==> src/rtl/instr_encoder.sv <==
// RV32I field encoder: checks a decoded field bundle, packs it into a 32-bit
// instruction word and writes it sequentially into instruction memory.
module instr_encoder #(
    parameter logic [31:0] BASE_ADDR = 32'h0000_0000,
    parameter int          MAX_WORDS = 256,
    parameter int          CNT_W     = 9
) (
    input  logic             clk,
    input  logic             rst_n,
    input  logic             clear,
    input  logic             in_valid,
    output logic             in_ready,
    input  logic [6:0]       opcode,
    input  logic [4:0]       rd,
    input  logic [4:0]       rs1,
    input  logic [4:0]       rs2,
    input  logic [2:0]       funct3,
    input  logic [31:0]      imm,
    output logic             mem_we,
    input  logic             mem_ready,
    output logic [31:0]      mem_addr,
    output logic [31:0]      mem_wdata,
    output logic             err_valid,
    output logic [1:0]       err_code,
    output logic [CNT_W-1:0] count,
    output logic             full
);

    typedef enum logic [1:0] {S_IDLE, S_CHECK, S_WRITE, S_FULL} state_e;
    typedef enum logic [1:0] {F_I, F_S, F_B, F_J} fmt_e;

    localparam logic [CNT_W-1:0] MAX_CNT = CNT_W'(MAX_WORDS);

    state_e           state_q;
    logic [6:0]       op_q;
    logic [4:0]       rd_q, rs1_q, rs2_q;
    logic [2:0]       f3_q;
    logic [31:0]      imm_q;
    logic             mem_we_q;
    logic [31:0]      addr_q;
    logic [31:0]      wdata_q;
    logic             err_valid_q;
    logic [1:0]       err_code_q;
    logic [CNT_W-1:0] count_q;

    fmt_e             fmt;
    logic             op_ok;
    logic             range_ok;
    logic [31:0]      word_d;
    logic [CNT_W-1:0] count_d;

    // Classify the latched opcode and build the candidate word during CHECK.
    always_comb begin
        fmt    = F_I;
        op_ok  = 1'b1;
        word_d = 32'h0;
        case (op_q)
            7'b0010011, 7'b0000011, 7'b1100111: fmt = F_I;
            7'b0100011:                         fmt = F_S;
            7'b1100011:                         fmt = F_B;
            7'b1101111:                         fmt = F_J;
            default:                            op_ok = 1'b0;
        endcase
        // Immediate must sign-extend from its encodable width (12 bits, or 20 for J).
        if (fmt == F_J)
            range_ok = (&imm_q[31:19]) | ~(|imm_q[31:19]);
        else
            range_ok = (&imm_q[31:11]) | ~(|imm_q[31:11]);
        case (fmt)
            F_I: word_d = {imm_q[11:0], rs1_q, f3_q, rd_q, op_q};
            F_S: word_d = {imm_q[11:5], rs2_q, rs1_q, f3_q, imm_q[4:0], op_q};
            F_B: word_d = {imm_q[11], imm_q[9:4], rs2_q, rs1_q, f3_q,
                           imm_q[3:0], imm_q[10], op_q};
            F_J: word_d = {imm_q[19], imm_q[9:0], imm_q[10], imm_q[18:11], rd_q, op_q};
            default: word_d = 32'h0;
        endcase
    end

    assign count_d = count_q + 1'b1;

    always_ff @(posedge clk or negedge rst_n) begin
        if (!rst_n) begin
            state_q     <= S_IDLE;
            op_q        <= 7'h0;
            rd_q        <= 5'h0;
            rs1_q       <= 5'h0;
            rs2_q       <= 5'h0;
            f3_q        <= 3'h0;
            imm_q       <= 32'h0;
            mem_we_q    <= 1'b0;
            addr_q      <= BASE_ADDR;
            wdata_q     <= 32'h0;
            err_valid_q <= 1'b0;
            err_code_q  <= 2'b00;
            count_q     <= '0;
        end else begin
            err_valid_q <= 1'b0;
            case (state_q)
                S_IDLE: begin
                    if (clear) begin
                        count_q <= '0;
                        addr_q  <= BASE_ADDR;
                    end else if (in_valid) begin
                        op_q    <= opcode;
                        rd_q    <= rd;
                        rs1_q   <= rs1;
                        rs2_q   <= rs2;
                        f3_q    <= funct3;
                        imm_q   <= imm;
                        state_q <= S_CHECK;
                    end
                end
                S_CHECK: begin
                    if (!op_ok) begin
                        err_valid_q <= 1'b1;
                        err_code_q  <= 2'b01;
                        state_q     <= S_IDLE;
                    end else if (!range_ok) begin
                        err_valid_q <= 1'b1;
                        err_code_q  <= 2'b10;
                        state_q     <= S_IDLE;
                    end else begin
                        wdata_q  <= word_d;
                        mem_we_q <= 1'b1;
                        state_q  <= S_WRITE;
                    end
                end
                S_WRITE: begin
                    if (mem_ready) begin
                        mem_we_q <= 1'b0;
                        addr_q   <= addr_q + 32'd4;
                        count_q  <= count_d;
                        state_q  <= (count_d == MAX_CNT) ? S_FULL : S_IDLE;
                    end
                end
                S_FULL: begin
                    if (clear) begin
                        count_q <= '0;
                        addr_q  <= BASE_ADDR;
                        state_q <= S_IDLE;
                    end
                end
                default: state_q <= S_IDLE;
            endcase
        end
    end

    assign in_ready  = (state_q == S_IDLE);
    assign full      = (state_q == S_FULL);
    assign mem_we    = mem_we_q;
    assign mem_addr  = addr_q;
    assign mem_wdata = wdata_q;
    assign err_valid = err_valid_q;
    assign err_code  = err_code_q;
    assign count     = count_q;

endmodule

==> config.mk <==
export PLATFORM = sky130hd
export DESIGN_NAME = instr_encoder
export DESIGN_NICKNAME = d
export VERILOG_FILES = /design/src/rtl/instr_encoder.sv
export SDC_FILE = /design/constraint.sdc
export NUM_CORES = 1
export LEC_CHECK = 0
export ABC_AREA = 1
export CAP_MARGIN = 10
export CORE_MARGIN = 8
export CORE_UTILIZATION = 50
export DETAILED_ROUTE_END_ITERATION = 6
export HOLD_SLACK_MARGIN = 0.1
export PLACE_DENSITY = 0.83
export SYNTH_ARGS = -nofsm -noshare
export SYNTH_HDL_FRONTEND = slang
export SYNTH_SLANG_ARGS = --single-unit
==> constraint.sdc <==
create_clock -name clk -period 2.1 [get_ports clk]
set_input_delay 0.21 -clock clk [delete_from_list [all_inputs] [get_ports clk]]
set_output_delay 0.21 -clock clk [all_outputs]
set_load 0.05 [all_outputs]
==> results.md, run 1 <==
* Status: finished clean
* CP max stage delay at 0.86 ns
* Syn-to-layout area delta at 35.82%
* HPWL Detailed at 13000 um
* Share of power burned in the clock network at 31.2%
* Initial antenna violation count at 0
* Post-route setup TNS at 0 ns
* Synth area leaders: dfrtp_1, nand2_1, nor2_1
* Buffers added on ports at 138
* Flop pwr share at 36.4%
* DR vias at 6137
* Gpl congestion at 0.9178
* Detailed router's first-iteration violation count at 496
* Vias per cell at 5.166
* Buf+Inv Stages, Crit Path at 1
* VDD IR-drop max at 0.0007383 V
* # DRC at 0
* Power per Cell Area at 1153 mW/mm^2
* Global route total overflow at 0
* Clk sinks at 134
* Crit path DAT at 1.78 ns
* RSZ-0062 raised after global routing: false
* Die width at 131.7 um
* Avg Inst Size Synth at 7.915 sq um
* Vias in the first global route at 5897
* # IOs at 141
* Warnings from Yosys at 0
* Tightest Pin Transition at 0.5608 ns
* Num CTS Buffers at 17
* Register area share after synthesis at 50.07%
* Final Hold Vio Count at 0
* Mapped cell area at 0.006696 sq mm
* Post-synth top area share at 50.07%
* Crit path max-delay cell type: clkdlybuf4s50_1
* Switching Power at 3.743 mW
* Drt total wl at 17500 um
* Die footprint at 0.01735 sq mm
* Area of the multi-input gates at 0.002850 sq mm
* Crit path required time at 1.89 ns
* Comb pwr share at 32.4%
* Finished Core Util at 69.23%
* Worst-path cell chain: clkdlybuf4s50_1
* Layout cells sized above 1 at 9.684%
* CTS tree: yes
* Register area at 0.003353 sq mm
* Final ANT Viol Nets at 0
* Rows at 42
* Initial Util at 50.97%
* WL/cell at 14.73 um
* Int Power at 6.747 mW
* Relative slew slack at 62.49%
* Final Max Slew Viols at 0
* Largest net degree at the start of global routing at 52
* Top delay family on crit path: buffers and inverters
* Startpoint types: flip-flop
* CTS root buf: clkbuf_16
* First-pass GRT wire length at 29090 um
* Overall routing resource usage at 20.44%
* Core area at 0.01314 sq mm
* Die H at 131.7 um
* Clock-pin slew on the worst setup and hold paths at 0.06 ns
* Dominant cell type by area after synthesis: dfrtp_1
* Fmax at 0.5036 GHz
* Ant diodes at 0
* Design Area, Final at 0.009095 sq mm
* Clock Skew at 0.006627 ns
* Clk buf depth at 2
* Switching Share at 35.68%
* Setup CP Type: flip-flop to primary output
* Fin crit period at 1.986 ns
* Placed cell area at 0.008373 sq mm
* Tcrit/Tclk final at 94.55%
* H-Tree Level Count at 4
* Layout Nets at 1068
* FILL cells at 1018
* Yosys cell types at 34
* Synth Register Bits at 134
* Hold_ws at 0.2577 ns
* Total leakage power at 4.216 nW
* Worst setup EP type: primary output
* Pre-Repair DR Iteration Count at 5
* Synthesized instance count at 846
* Final setup viols at 0
* Clock Latency Late Sink at 0.42 ns
* Max-cap check violation count at 0
* Worst-path maximum fanout at 6
* Hold Crit Class: input pin to async pin
## worst reg2reg max path, cell delays in order, from the launching register on
cell	delay (ns)
dfrtp_1	0.42
inv_1	0.14
ha_2	0.25
inv_1	0.07
or2_4	0.26
nand2_4	0.15
nor2_4	0.07
inv_2	0.17
o21ai_0	0.15
o21ai_0	0.10
o21a_1	0.14
## Yosys cell counts
master / instances
nand4_1: 13
nor3b_2: 1
o21ai_0: 42
a31oi_1: 2
or2_4: 1
clkbuf_1: 10
nand3_1: 48
nor2_4: 2
buf_2: 14
nor3_1: 12
conb_1: 1
nand2_4: 1
o21a_1: 3
ha_1: 7
inv_2: 3
buf_4: 3
nor2_1: 104
nor3_2: 1
o21ai_2: 1
mux2i_1: 1
o22ai_1: 2
nand3_2: 2
o21ai_1: 31
mux2_2: 26
a22oi_1: 1
dfrtp_1: 134
xor2_1: 2
a21boi_0: 1
nand3b_1: 1
nand2_2: 1
a21oi_1: 56
nor2_2: 2
nand2_1: 215
inv_1: 102
## sequential cells by signal (all words and copies together), names as in the netlist, 2 cells and up
name,count
count,9
err_code,2
f3_q,3
imm_q,32
mem_addr,30
mem_wdata,32
op_q,7
rd_q,5
rs1_q,5
rs2_q,5
state_q,2
## per-layer routing
layer  GRT usage [%]  part of all wire, %  routed length [um]
met3           6.059                  8.1                1421
met5               0                    0                   0
met4           7.786                  2.1                 376
met2           31.63                   46                8134
met1           26.53                   43                7563
## cell type report
class	count	share of cell area [%]
clock buffer	23	5.475
multi-input combinational	581	31.34
inverter	105	4.333
timing repair buffer	160	17.77
clock inverter	9	1.788
tap	176	2.421
sequential	134	36.87
## through the flow
stage	power (mW)	instances	worst slack, ns
2_1_floorplan	6.025	847	0.1949
3_3_place_gp	7.081	1151	0.1930
3_5_place_dp	7.170	1151	0.09386
4_1_cts	10.46	1184	0.01427
5_1_grt	11.08	1188	0.03007
6_report	10.49	1188	0.1144
## layout by cell type, fill, tap and decap left out, types with 3 or more instances in the layout
master           count
nand2_1            215
clkdlybuf4s50_1    135
dfrtp_1            134
nor2_1             104
inv_1              102
a21oi_1             56
nand3_1             47
o21ai_0             42
o21ai_1             31
mux2_2              26
clkbuf_16           17
buf_4               16
nand4_1             13
nor3_1              12
ha_1                 5
clkbuf_8             5
buf_12               5
bufinv_16            4
inv_2                3
o21a_1               3
## cells by family (layout without fill, tap and decap cells)
logic type / after synthesis / after routing / share of synthesized area, %
DFF: 134 / 134 / 50.07
adders and majority gates: 7 / 7 / 1.308
other: 1 / 2 / 0.05600
muxes: 27 / 27 / 4.522
xor gates and xnor gates: 2 / 2 / 0.2616
AOI/OAI and AO/OA: 139 / 139 / 10.71
and+or+nand+nor: 404 / 404 / 25.24
buffers and inverters: 132 / 297 / 7.829
## what timing repair did
item	4_1_cts	5_1_grt
endpoints found under the setup margin	0	12
hold endpoints to repair	134	0
buffers inserted	0	4
gates resized for setup	0	4
hold buffers	1	0
## worst paths after layout
kind	start	endpoint	slack [ns]	depth (start not counted)
max in group asynchronous	rst_n	mem_addr[25]	1.24	3
max	mem_addr[23]	mem_addr[23]	0.11	1
min	rst_n	rs1_q[2]	0.26	2
min reg2reg	mem_wdata[0]	mem_wdata[0]	0.46	2
min in group clk	imm[28]	imm_q[28]	0.37	3
max reg2reg	state_q[0]	mem_addr[10]	0.13	10
## power groups by stage
stage                     logic [mW]  registers, mW  clock network (mW)
after CTS                       3.35           3.81                3.30
after detailed placement        3.32           3.85                   0
after global placement          3.26           3.82                   0
after floorplan                 1.70           4.33                   0
after global routing            3.74           3.92                3.42
final                           3.39           3.82                3.27
Power figures use the tool's default switching activity.
==> run 2, diff against run 1 <==
Settings changed: CORE_MARGIN 8 to default.
Clock period 2.1 ns to 2.4 ns, I/O delays scaled along.
==> run 2 against run 1 <==
Effect of this change:
- sequential power down 12%
- critical endpoint is now in_ready
- routed wire length down 5.2%
- largest cell class unchanged
- worst setup slack worse by 0.029 ns
- clock power down 19%
- final cell count down 1.3%
- non-clock buffer count down 11
==> results.md, run 2 (same netlist as run 1, synthesis figures left out) <==
* FILL cells at 1030
* Vias per cell at 5.139
* Met3 WL at 966 um
* Setup CP Type: flip-flop to primary output
* CTS tree: yes
* Clk buf depth at 2
* Design Area, Final at 0.008937 sq mm
* Syn-to-layout area delta at 33.46%
* Non-Filler Instances at 1173
* Power per Cell Area at 995.4 mW/mm^2
* Crit path required time at 2.16 ns
* Share of power burned in the clock network at 29.8%
* Drt total wl at 16590 um
* Hold Crit Class: input pin to async pin
* # IOs at 141
* WL/cell at 14.14 um
* Overall routing resource usage at 25.40%
* Initial Util at 52.21%
* RSZ-0062 raised after global routing: false
* Post-route setup TNS at 0 ns
* Commonest non-fill, non-tap cells in the layout: nand2_1, clkdlybuf4s50_1, dfrtp_1
* Rows at 41
* Status: finished clean
* VDD IR-drop max at 0.0007937 V
* Tightest Pin Transition at 0.5927 ns
* DR top layer: met4
* Die width at 117.7 um
* Clock Latency Late Sink at 0.42 ns
* Final Hold Vio Count at 0
* R2R setup slack at 0.38 ns
* Ant diodes at 0
* Global route total overflow at 0
* Post-CTS Resized at 0
* Tcrit/Tclk final at 96.43%
* Switching Share at 36.57%
* Worst-path maximum fanout at 4
* CTS root buf: clkbuf_16
* Fin crit period at 2.314 ns
* Pre-Repair DR Iteration Count at 5
* Final setup viols at 0
* HPWL Detailed at 12130 um
* CP max stage delay at 0.85 ns
* Clock Skew at 0.008839 ns
* Core area at 0.01282 sq mm
* Buffers added on ports at 138
* DR vias at 6028
* Total setup buffers inserted after CTS at 0
* Gpl congestion at 0.9137
* Metal1 wirelength at 7310 um
* H-Tree Level Count at 4
* Int Power at 5.643 mW
* Worst-path cell chain: inv_1 > ha_1 > clkdlybuf4s50_1
* First-pass GRT wire length at 27840 um
* Reg2Reg Capture Point: count[8]
* Register area at 0.003353 sq mm
* Final Max Slew Viols at 0
* Die H at 117.7 um
* Placed Instances at 1140
* Layout cells sized above 1 at 8.392%
* Startpoint types: flip-flop
* Clock-pin slew on the worst setup and hold paths at 0.06 ns
* R2r startpoint: state_q[0]
* Layout Nets at 1057
* Largest net degree at the start of global routing at 63
* Total leakage power at 4.105 nW
* Num CTS Buffers at 17
* Placed cell area at 0.008318 sq mm
* Switching Power at 3.253 mW
* Commonest non-fill, non-tap cell in the layout: nand2_1
* Worst setup EP type: primary output
* Final ANT Viol Nets at 0
* Clk sinks at 134
* Crit path DAT at 2.07 ns
* FF-to-FF path depth at 9
* Max-cap check violation count at 0
* Finished Core Util at 69.69%
* Met2 routed WL at 7998 um
* # DRC at 0
* Detailed router's first-iteration violation count at 448
* Area of the multi-input gates at 0.002835 sq mm
* Fmax at 0.4321 GHz
* Comb pwr share at 32.5%
* Initial antenna violation count at 0
* Die footprint at 0.01386 sq mm
* Vias in the first global route at 5799
* Crit path max-delay cell type: clkdlybuf4s50_1
* Relative slew slack at 60.49%
* Flop pwr share at 37.7%
run 2: cell count changes in the layout (fill, tap and decap cells not counted):
| cell | previous run | this run |
|---|---|---|
| dlymetal6s2s_1 | 1 | 0 |
| buf_4 | 16 | 5 |
| clkinv_2 | 0 | 2 |
| clkdlybuf4s50_1 | 135 | 137 |
| bufinv_16 | 4 | 3 |
| clkinv_4 | 2 | 0 |
| ha_1 | 5 | 7 |
| clkbuf_8 | 5 | 2 |
| clkinvlp_4 | 1 | 7 |
| buf_6 | 2 | 1 |
| ha_2 | 1 | 0 |
| ha_4 | 1 | 0 |
| inv_6 | 2 | 0 |
run 2: layout make-up:
| type | count | share of cell area [%] |
|---|---|---|
| clock buffers | 20 | 5.110 |
| clock inverters | 12 | 1.708 |
| inverters | 105 | 4.410 |
| multi-input cells | 581 | 31.72 |
| flip-flops and latches | 134 | 37.52 |
| well taps | 172 | 2.408 |
| repair buffers | 149 | 17.12 |
run 2: worst max-delay path by stage:
stage | slack (ns) | to | start
6_report | 0.09 | in_ready | state_q[0]
3_5_place_dp | 0.40 | count[8] | state_q[0]
5_1_grt | 0.02 | in_ready | state_q[0]
2_1_floorplan | 0.49 | mem_addr[16] | mem_addr[2]
4_1_cts | 0.05 | in_ready | state_q[0]
3_3_place_gp | 0.47 | mem_addr[10] | clear
run 2: per-layer routing:
| layer | up-vias | track usage [%] |
|---|---|---|
| met5 | - | 0 |
| met4 | 0 | 9.215 |
| met3 | 25 | 5.862 |
| met2 | 183 | 40.55 |
| met1 | 2821 | 33.78 |
| li1 | 2999 | - |
run 2: power groups by stage:
stage	clock [mW]	combinational (mW)	sequential, mW
floorplan	0	1.48	3.79
global placement	0	2.81	3.35
detailed placement	0	2.89	3.37
CTS	2.69	2.92	3.35
global route	2.80	3.19	3.43
finish	2.65	2.90	3.35
run 2: through the flow:
step           hold slack (ns)  total power [mW]  worst slack [ns]
3_3_place_gp            0.2573             6.162            0.4742
4_1_cts                 0.3760             8.949           0.05470
6_report                0.3636             8.896           0.08574
3_5_place_dp            0.2657             6.259            0.3955
2_1_floorplan         -0.05559             5.272            0.4949
5_1_grt                 0.4082             9.420           0.02349
run 2: timing repair:
item                                   in CTS  in global routing
endpoints found under the hold margin      60                  0
setup endpoints to repair                   0                  0
hold buffers                                1                  0
run 2: critical path, delay by kind of cell (launching register included):
family,cells,cell delay [ns]
buffers and inverters,2,0.95
DFF,1,0.41
adders and majority gates,1,0.29
==> run 3, diff against run 2 <==
Settings changed: CORE_MARGIN from default to 1.5, CORE_UTILIZATION 50 to 28, PLACE_DENSITY 0.83 to 0.53.
==> run 3 against run 2 <==
Effect of this change:
- clock-buffer cell count shrank 3
- worst setup slack gained 0.13 ns
- maximum frequency grew 6.0%
- die area grew 79%
==> results.md, run 3 (same netlist as run 1, synthesis figures left out) <==
* Overall routing resource usage at 15.38%
* Grt met3 use at 4.681%
* Commonest non-fill, non-tap cell in the layout: nand2_1
* VDD IR-drop max at 0.0004714 V
* Finished Core Util at 38.79%
* Largest net degree at the start of global routing at 57
* Crit path required time at 2.71 ns
* Ant diodes at 0
* Most Crowded Layer GR: met2
* Hold Crit Class: input pin to async pin
* Relative slew slack at 62.15%
* Vias in the first global route at 5702
* Total setup buffers inserted after CTS at 0
* Tightest Pin Transition at 0.5677 ns
* Rows at 56
* Design Area, Final at 0.009105 sq mm
* Tcrit/Tclk final at 90.94%
* WL/cell at 13.80 um
* CTS tree: yes
* Max-cap check violation count at 0
* Commonest non-fill, non-tap cells in the layout: nand2_1, clkdlybuf4s50_1, dfrtp_1
* Clock-pin slew on the worst setup and hold paths at 0.06 ns
* Buf+Inv Stages, Crit Path at 2
* Die width at 157.6 um
* Clk sinks at 134
* Placed Instances at 1291
* CTS root buf: clkbuf_16
* Initial Util at 28.53%
* Final Max Slew Viols at 0
* Top delay family on crit path: adder cells
* Layout cells sized above 1 at 8.856%
* Num CTS Buffers at 17
* Initial antenna violation count at 0
* Worst setup EP type: flip-flop
* Clock Skew at 0.01010 ns
* CP most frequent cell: o21ai_0
* Placed cell area at 0.008507 sq mm
* Fmax at 0.4582 GHz
* Syn-to-layout area delta at 35.97%
* Final ANT Viol Nets at 0
* Die footprint at 0.02485 sq mm
* Die H at 157.6 um
* Final Hold Vio Count at 0
* Pre-Repair DR Iteration Count at 5
* H-Tree Level Count at 4
* # IOs at 141
* Non-Filler Instances at 1324
* First-pass GRT wire length at 29390 um
* Buffers added on ports at 138
* Status: finished clean
* Final setup viols at 0
* DR vias at 5905
* CP max stage delay at 0.51 ns
* Drt total wl at 18270 um
* Crit path DAT at 2.49 ns
* Clock Latency Late Sink at 0.42 ns
* Worst-path maximum fanout at 17
* Startpoint types: flip-flop
* Fin crit period at 2.182 ns
* Met1 GRT Util at 18.71%
* Crit path max-delay cell type: ha_1
* HPWL Detailed at 13670 um
* Total leakage power at 4.127 nW
* Setup CP Type: flip-flop to flip-flop
* Worst-path cell chain: inv_1 > ha_1 > nand2_1 > o21ai_2 > nand2_4 > nor2_4 > inv_2 > o21ai_0 > o21ai_0 > o21a_1
* Clk buf depth at 2
* Core area at 0.02347 sq mm
* Power per Cell Area at 966.6 mW/mm^2
* Detailed router's first-iteration violation count at 301
* Global route total overflow at 0
* Gpl congestion at 0.8835
* Stages on the worst setup path at 10
* R2R setup slack at 0.22 ns
* Layout Nets at 1061
* FF-to-FF path depth at 10
* RSZ-0062 raised after global routing: false
* # DRC at 0
* Vias per cell at 4.460
* Met2 Use GR at 26.17%
* Post-route setup TNS at 0 ns
## run 3: cell count changes in the layout (fill, tap and decap cells not counted), sizes merged, moves of 2 or more
cell      delta
inv          +9
clkbuf       -3
clkinvlp     -5
buf          +4
bufinv       -2
## run 3: per-layer routing
| layer | up-vias | routed length (um) |
|---|---|---|
| li1 | 3002 | - |
| met1 | 2756 | 8212 |
| met2 | 129 | 8792 |
| met3 | 18 | 995 |
| met4 | 0 | 264 |
| met5 | - | 0 |
## run 3: where the power goes
part / internal [mW] / switching [mW] / leakage [nW] / total, mW
sequential: 2.89 / 0.452 / 1.70 / 3.34
clock: 1.47 / 1.12 / 0.283 / 2.60
combinational: 1.06 / 1.80 / 2.15 / 2.87
## run 3: through the flow
step	hold WS, ns	power [mW]	worst slack (ns)
2_1_floorplan	-0.05559	5.272	0.4949
3_3_place_gp	0.2523	6.242	0.2950
3_5_place_dp	0.2530	6.276	0.2188
4_1_cts	0.3740	8.921	0.06270
5_1_grt	0.3907	9.402	0.004164
6_report	0.3600	8.801	0.2175
## run 3: final timing paths
kind,from,endpoint
worst min-delay path,rst_n,mem_wdata[23]
worst min register to register,mem_wdata[0],mem_wdata[0]
max in group asynchronous,rst_n,rs2_q[4]
min in group clk,imm[16],imm_q[16]
worst max-delay path,state_q[0],mem_addr[10]
worst max register to register,state_q[0],mem_addr[10]
## run 3: final cells by class
cell class / count / area (sq um)
clock buffer: 17 / 425.4
multi-input combinational: 581 / 2835
clock inverter: 15 / 160.2
inverter: 105 / 394.1
tap: 319 / 399.1
timing repair buffer: 153 / 1538
fill: 2416 / 14370
sequential: 134 / 3353
## run 3: what timing repair did
| item | CTS | global route |
|---|---|---|
| endpoints found under the hold margin | 52 | 0 |
| hold buffers | 1 | 0 |
| resized for setup | 0 | 1 |
| setup endpoints to repair | 0 | 1 |
